File: src/rtl/square_motion_ctrl.sv
// Frame-synchronous position controller for a bouncing square: updates
// position during vertical blanking and emits a registered per-pixel draw flag.
module square_motion_ctrl #(
  parameter int CORDW  = 10,
  parameter int H_RES  = 640,
  parameter int V_RES  = 480,
  parameter int Q_SIZE = 32,
  parameter int SPDW   = 4,
  parameter int INIT_X = 0,
  parameter int INIT_Y = 0
) (
  input  logic             clk_pix,
  input  logic             rst,
  input  logic [CORDW-1:0] sx,
  input  logic [CORDW-1:0] sy,
  input  logic             pause,
  input  logic [SPDW-1:0]  speed,
  output logic [CORDW-1:0] qx,
  output logic [CORDW-1:0] qy,
  output logic             q_draw,
  output logic             frame_tick,
  output logic             busy
);

  typedef enum logic [1:0] {IDLE, MOVE_X, MOVE_Y, DONE} state_t;

  localparam logic [CORDW:0] X_MAX = (CORDW+1)'(H_RES - Q_SIZE);
  localparam logic [CORDW:0] Y_MAX = (CORDW+1)'(V_RES - Q_SIZE);
  localparam logic [CORDW:0] Q_W   = (CORDW+1)'(Q_SIZE);

  state_t          state, state_n;
  logic [SPDW-1:0] spd_r;
  logic            dir_x, dir_y;   // 1 = right / down
  logic            frame_start;
  logic [CORDW:0]  qx_w, qy_w, sx_w, sy_w, spd_w;
  logic [CORDW:0]  sum_x, sum_y;
  logic [CORDW-1:0] qx_n, qy_n;
  logic            dir_x_n, dir_y_n;
  logic            draw_c;

  assign frame_start = (sy == CORDW'(V_RES)) && (sx == '0);
  assign qx_w  = {1'b0, qx};
  assign qy_w  = {1'b0, qy};
  assign sx_w  = {1'b0, sx};
  assign sy_w  = {1'b0, sy};
  assign spd_w = (CORDW+1)'(spd_r);
  assign sum_x = qx_w + spd_w;
  assign sum_y = qy_w + spd_w;

  always_comb begin
    state_n = state;
    busy    = 1'b0;
    case (state)
      IDLE:    if (frame_start && !pause) state_n = MOVE_X;
      MOVE_X:  begin busy = 1'b1; state_n = MOVE_Y; end
      MOVE_Y:  begin busy = 1'b1; state_n = DONE;   end
      DONE:    begin busy = 1'b1; state_n = IDLE;   end
      default: state_n = IDLE;
    endcase
  end

  // Edge hits clamp to the limit and flip; an exact hit at zero speed still flips.
  always_comb begin
    qx_n    = qx;
    dir_x_n = dir_x;
    if (dir_x) begin
      if (sum_x >= X_MAX) begin
        qx_n    = X_MAX[CORDW-1:0];
        dir_x_n = 1'b0;
      end else begin
        qx_n = sum_x[CORDW-1:0];
      end
    end else if (qx_w <= spd_w) begin
      qx_n    = '0;
      dir_x_n = 1'b1;
    end else begin
      qx_n = qx - spd_w[CORDW-1:0];
    end
  end

  always_comb begin
    qy_n    = qy;
    dir_y_n = dir_y;
    if (dir_y) begin
      if (sum_y >= Y_MAX) begin
        qy_n    = Y_MAX[CORDW-1:0];
        dir_y_n = 1'b0;
      end else begin
        qy_n = sum_y[CORDW-1:0];
      end
    end else if (qy_w <= spd_w) begin
      qy_n    = '0;
      dir_y_n = 1'b1;
    end else begin
      qy_n = qy - spd_w[CORDW-1:0];
    end
  end

  assign draw_c = (sx_w >= qx_w) && (sx_w < qx_w + Q_W) &&
                  (sy_w >= qy_w) && (sy_w < qy_w + Q_W);

  always_ff @(posedge clk_pix) begin
    if (rst) begin
      state      <= IDLE;
      qx         <= CORDW'(INIT_X);
      qy         <= CORDW'(INIT_Y);
      dir_x      <= 1'b1;
      dir_y      <= 1'b1;
      spd_r      <= '0;
      frame_tick <= 1'b0;
      q_draw     <= 1'b0;
    end else begin
      state      <= state_n;
      frame_tick <= frame_start;
      q_draw     <= draw_c;
      if (state == IDLE && frame_start) spd_r <= speed;
      if (state == MOVE_X) begin
        qx    <= qx_n;
        dir_x <= dir_x_n;
      end
      if (state == MOVE_Y) begin
        qy    <= qy_n;
        dir_y <= dir_y_n;
      end
    end
  end

endmodule

File: config.mk
export PLATFORM = sky130hd
export DESIGN_NAME = square_motion_ctrl
export DESIGN_NICKNAME = d
export VERILOG_FILES = /design/src/rtl/square_motion_ctrl.sv
export SDC_FILE = /design/constraint.sdc
export NUM_CORES = 1
export LEC_CHECK = 0
export ABC_CLOCK_PERIOD_IN_PS = 4710
export BUFFER_PORTS_ARGS = -buffer_cell sky130_fd_sc_hd__buf_2
export CORE_MARGIN = 2
export CORE_UTILIZATION = 50
export CTS_CLUSTER_SIZE = 30
export DETAILED_ROUTE_END_ITERATION = 10
export GPL_TIMING_DRIVEN = 0
export HOLD_SLACK_MARGIN = 0.03
export PLACE_DENSITY = 0.71
export SLEW_MARGIN = 10
export SYNTH_ARGS = -nofsm -noshare
export SYNTH_HDL_FRONTEND = slang
export SYNTH_SLANG_ARGS = --single-unit
File: constraint.sdc
create_clock -name clk_pix -period 4.71 [get_ports clk_pix]
set_input_delay 0.7065 -clock clk_pix [delete_from_list [all_inputs] [get_ports clk_pix]]
set_output_delay 0.7065 -clock clk_pix [all_outputs]
set_load 0.01 [all_outputs]
==> results.txt <==
first-pass GRT wire length: 16,300 um
number of buffers added on ports: 49
status: finished clean
DIE AREA: 7800 um^2
HP Class: flip-flop to flip-flop
Antenna Cells: 0
Slew Limit Headroom: 55.0%
Crit path arrival time: 3090 ps
share of the yosys chip area belonging to registers: 16.9%
initial antenna violation count: 0
worst slack, placed: 1880 ps
GRT Util Overall: 26.6%
area of the multi-input gates: 2720 um^2
Worst-path clk slew: 80 ps
fin crit period: 2890 ps
final period utilization: 61.3%
clk buf depth: 2
routed len/inst: 17.2 um
top cell type's share of synthesized area: 19.0%
Post-CTS Setup Inserts: 0
Detail Placement HPWL: 7950 um
layout net count: 579
Synth area leader: ha_1
CP startpoint kind: flip-flop
final global-route overflow total: 0
synthesized flop and latch total: 30
Vert. Die Dim: 88.3 um
Mapped Avg Cell Area: 8.12 um^2
post-cts resize count: 0
total number of vias: 3,567
DRT antenna net count: 0
Area growth, synth to finish: 13.4%
Slew @ Worst Pin: 676 ps
peak supply drop: 137 uV
Max Freq: 346 MHz
vias in the first global route: 3,377
register area: 601 um^2
RR Endpoint: qx[4]
H-Tree Depth: 2
Final Hold Fails: 0
share of cells above drive strength 1: 19.0%
Post-Synthesis Cells: 438
Critical Path End Type: flip-flop
Power, Total: 1140 uW
CP max FO: 6
final slew viol count: 0
Fin Clk Skew: 10.2 ps
Sink Count: 30
hold buffer count at CTS: 0
Worst Slack Setup Final: 1820 ps
DRT Pass-1 Iters: 5
clock root cell: clkbuf_8
Top FF cell, synth: dfxtp_1
initial DRC count: 209
DR vias/cell: 6.05
hold path depth: 2
RSZ-0062 raised after global routing: no
initial core utilization: 52.0%
pwr dens: 282 nW/um^2
Yosys cell types: 77
Post-Syn Area: 3550 um^2
Hold Path Origin: spd_r[2]
# rows: 30
LEAKAGE: 0.00163 uW
Die Wd: 88.3 um
I/O pin total: 50
final RePlAce weighted congestion: 0.948
worst hold path endpoint: spd_r[2]
Ys Warns: 0
WHS: 564 ps
top cells by area, synth: ha_1, dfxtp_1, inv_1, nor2_1, o21ai_0
TritonCTS clock tree: yes
largest net degree at the start of global routing: 11
R2R depth: 9
Finished Cell Area: 4030 um^2
EDFF count, synth: 0
DRC: 0
CTS buffer count: 5
Filler Cells Inserted: 668
reg2reg start: qx[0]
Final TNS setup: 0 ps
Worst Path Required: 4920 ps
area of the core: 6830 um^2
syn_nets: 523
Post-synth ARST share: 0%
WL final: 10,200 um
final setup fails: 0
crit path from: qx[0]
Setup CP Type: flip-flop to flip-flop
clk_lat worst skew: 290 ps
max_cap viols: 0
post-place instance area: 3920 um^2
reg2reg setup slack: 1820 ps
placed cells by master, fill, tap and decap left out, types with 3 or more instances in the layout:
cell        n
o21ai_1     4
o2111ai_1   5
nand3_1    13
mux2i_1     4
a211oi_2    5
nand4_1     5
inv_1      38
a21o_1      4
o31ai_1     5
a211oi_1    9
nand2b_1    9
nor2_1     38
a311oi_1    4
xor2_1      4
clkbuf_8    6
dfxtp_1    30
nand2_1    25
a221oi_1    4
a21oi_1    24
clkbuf_1    6
a31oi_1     6
nor2b_1     6
o211ai_1    6
nor3_1     14
xnor2_1    13
buf_2      56
and2_1      3
fa_1        4
o21ai_0    25
nor4_1      5
ha_1       54
report_power, final:
part           switching [uW]  leakage, uW  internal (uW)  total, uW
sequential               31.7     0.000242            275        306
combinational             345      0.00133            207        552
clock                     110    0.0000573            169        280
total                     487      0.00163            651       1140
metrics by stage:
step,util (%),instances
floorplan,-,438
finish,59.0,590
detailed placement,57.4,583
global placement,57.4,583
global route,59.0,590
CTS,59.0,590
synth_stat cells (all sizes together), types with 3 or more instances:
cell,instances
nor3b,3
mux2i,5
xnor2,13
o32ai,3
inv,38
nor2,39
nand2,25
and2,3
nor3,15
o21ai,31
nand4,5
a21o,4
ha,54
nand3,13
dfxtp,30
a21boi,3
o2111ai,5
a311oi,4
nor2b,8
o31ai,6
o211ai,6
buf,10
a211oi,14
nand2b,9
a31oi,7
nor4,5
fa,4
a221oi,6
xor2,4
a21oi,26
clkbuf,6
critical path: stages, from the launching register on:
cell and delay [ps]:
dfxtp_1 380, ha_1 270, fa_1 420, nor2b_2 200, o311ai_2 480, o21ai_1 140, mux2_4 310, o32ai_4 260
a221oi_2 140, a211oi_2 210
layout make-up:
cell class | instances | area share (%)
clock inverters | 1 | 0.745
plain buffers | 16 | 2.08
well taps | 96 | 2.98
inverters | 40 | 3.72
clock buffers | 6 | 2.05
flip-flops and latches | 30 | 14.9
repair buffers | 49 | 6.08
multi-input cells | 352 | 67.5
worst max path at each step:
stage / depth (start not counted) / end
6_report: 9 / qx[4]
5_1_grt: 9 / qx[4]
4_1_cts: 9 / qx[4]
3_5_place_dp: 9 / qx[4]
3_3_place_gp: 9 / qx[4]
2_1_floorplan: 9 / qx[4]
state kept, by name, indices dropped and copies added (netlist names):
name,cells
dir_x,1
dir_y,1
frame_tick,1
q_draw,1
qx,10
qy,10
spd_r,4
state,2
routing by layer:
metal / track usage (%) / routed length (um) / vias to the layer above
li1: - / - / 1733
met1: 32.5 / 4330 / 1684
met2: 47.8 / 5050 / 133
met3: 4.57 / 570 / 17
met4: 7.85 / 201 / 0
met5: 0 / 0 / -
cells by family after synthesis:
logic type	after synthesis	share of synthesized area, %
AOI/OAI and AO/OA	133	28.2
xor gates and xnor gates	17	4.19
adders and majority gates	58	21.3
buffers and inverters	56	6.58
DFF	30	16.9
muxes	6	2.18
and+or+nand+nor	138	20.7
(Power assumes the default switching activity.)
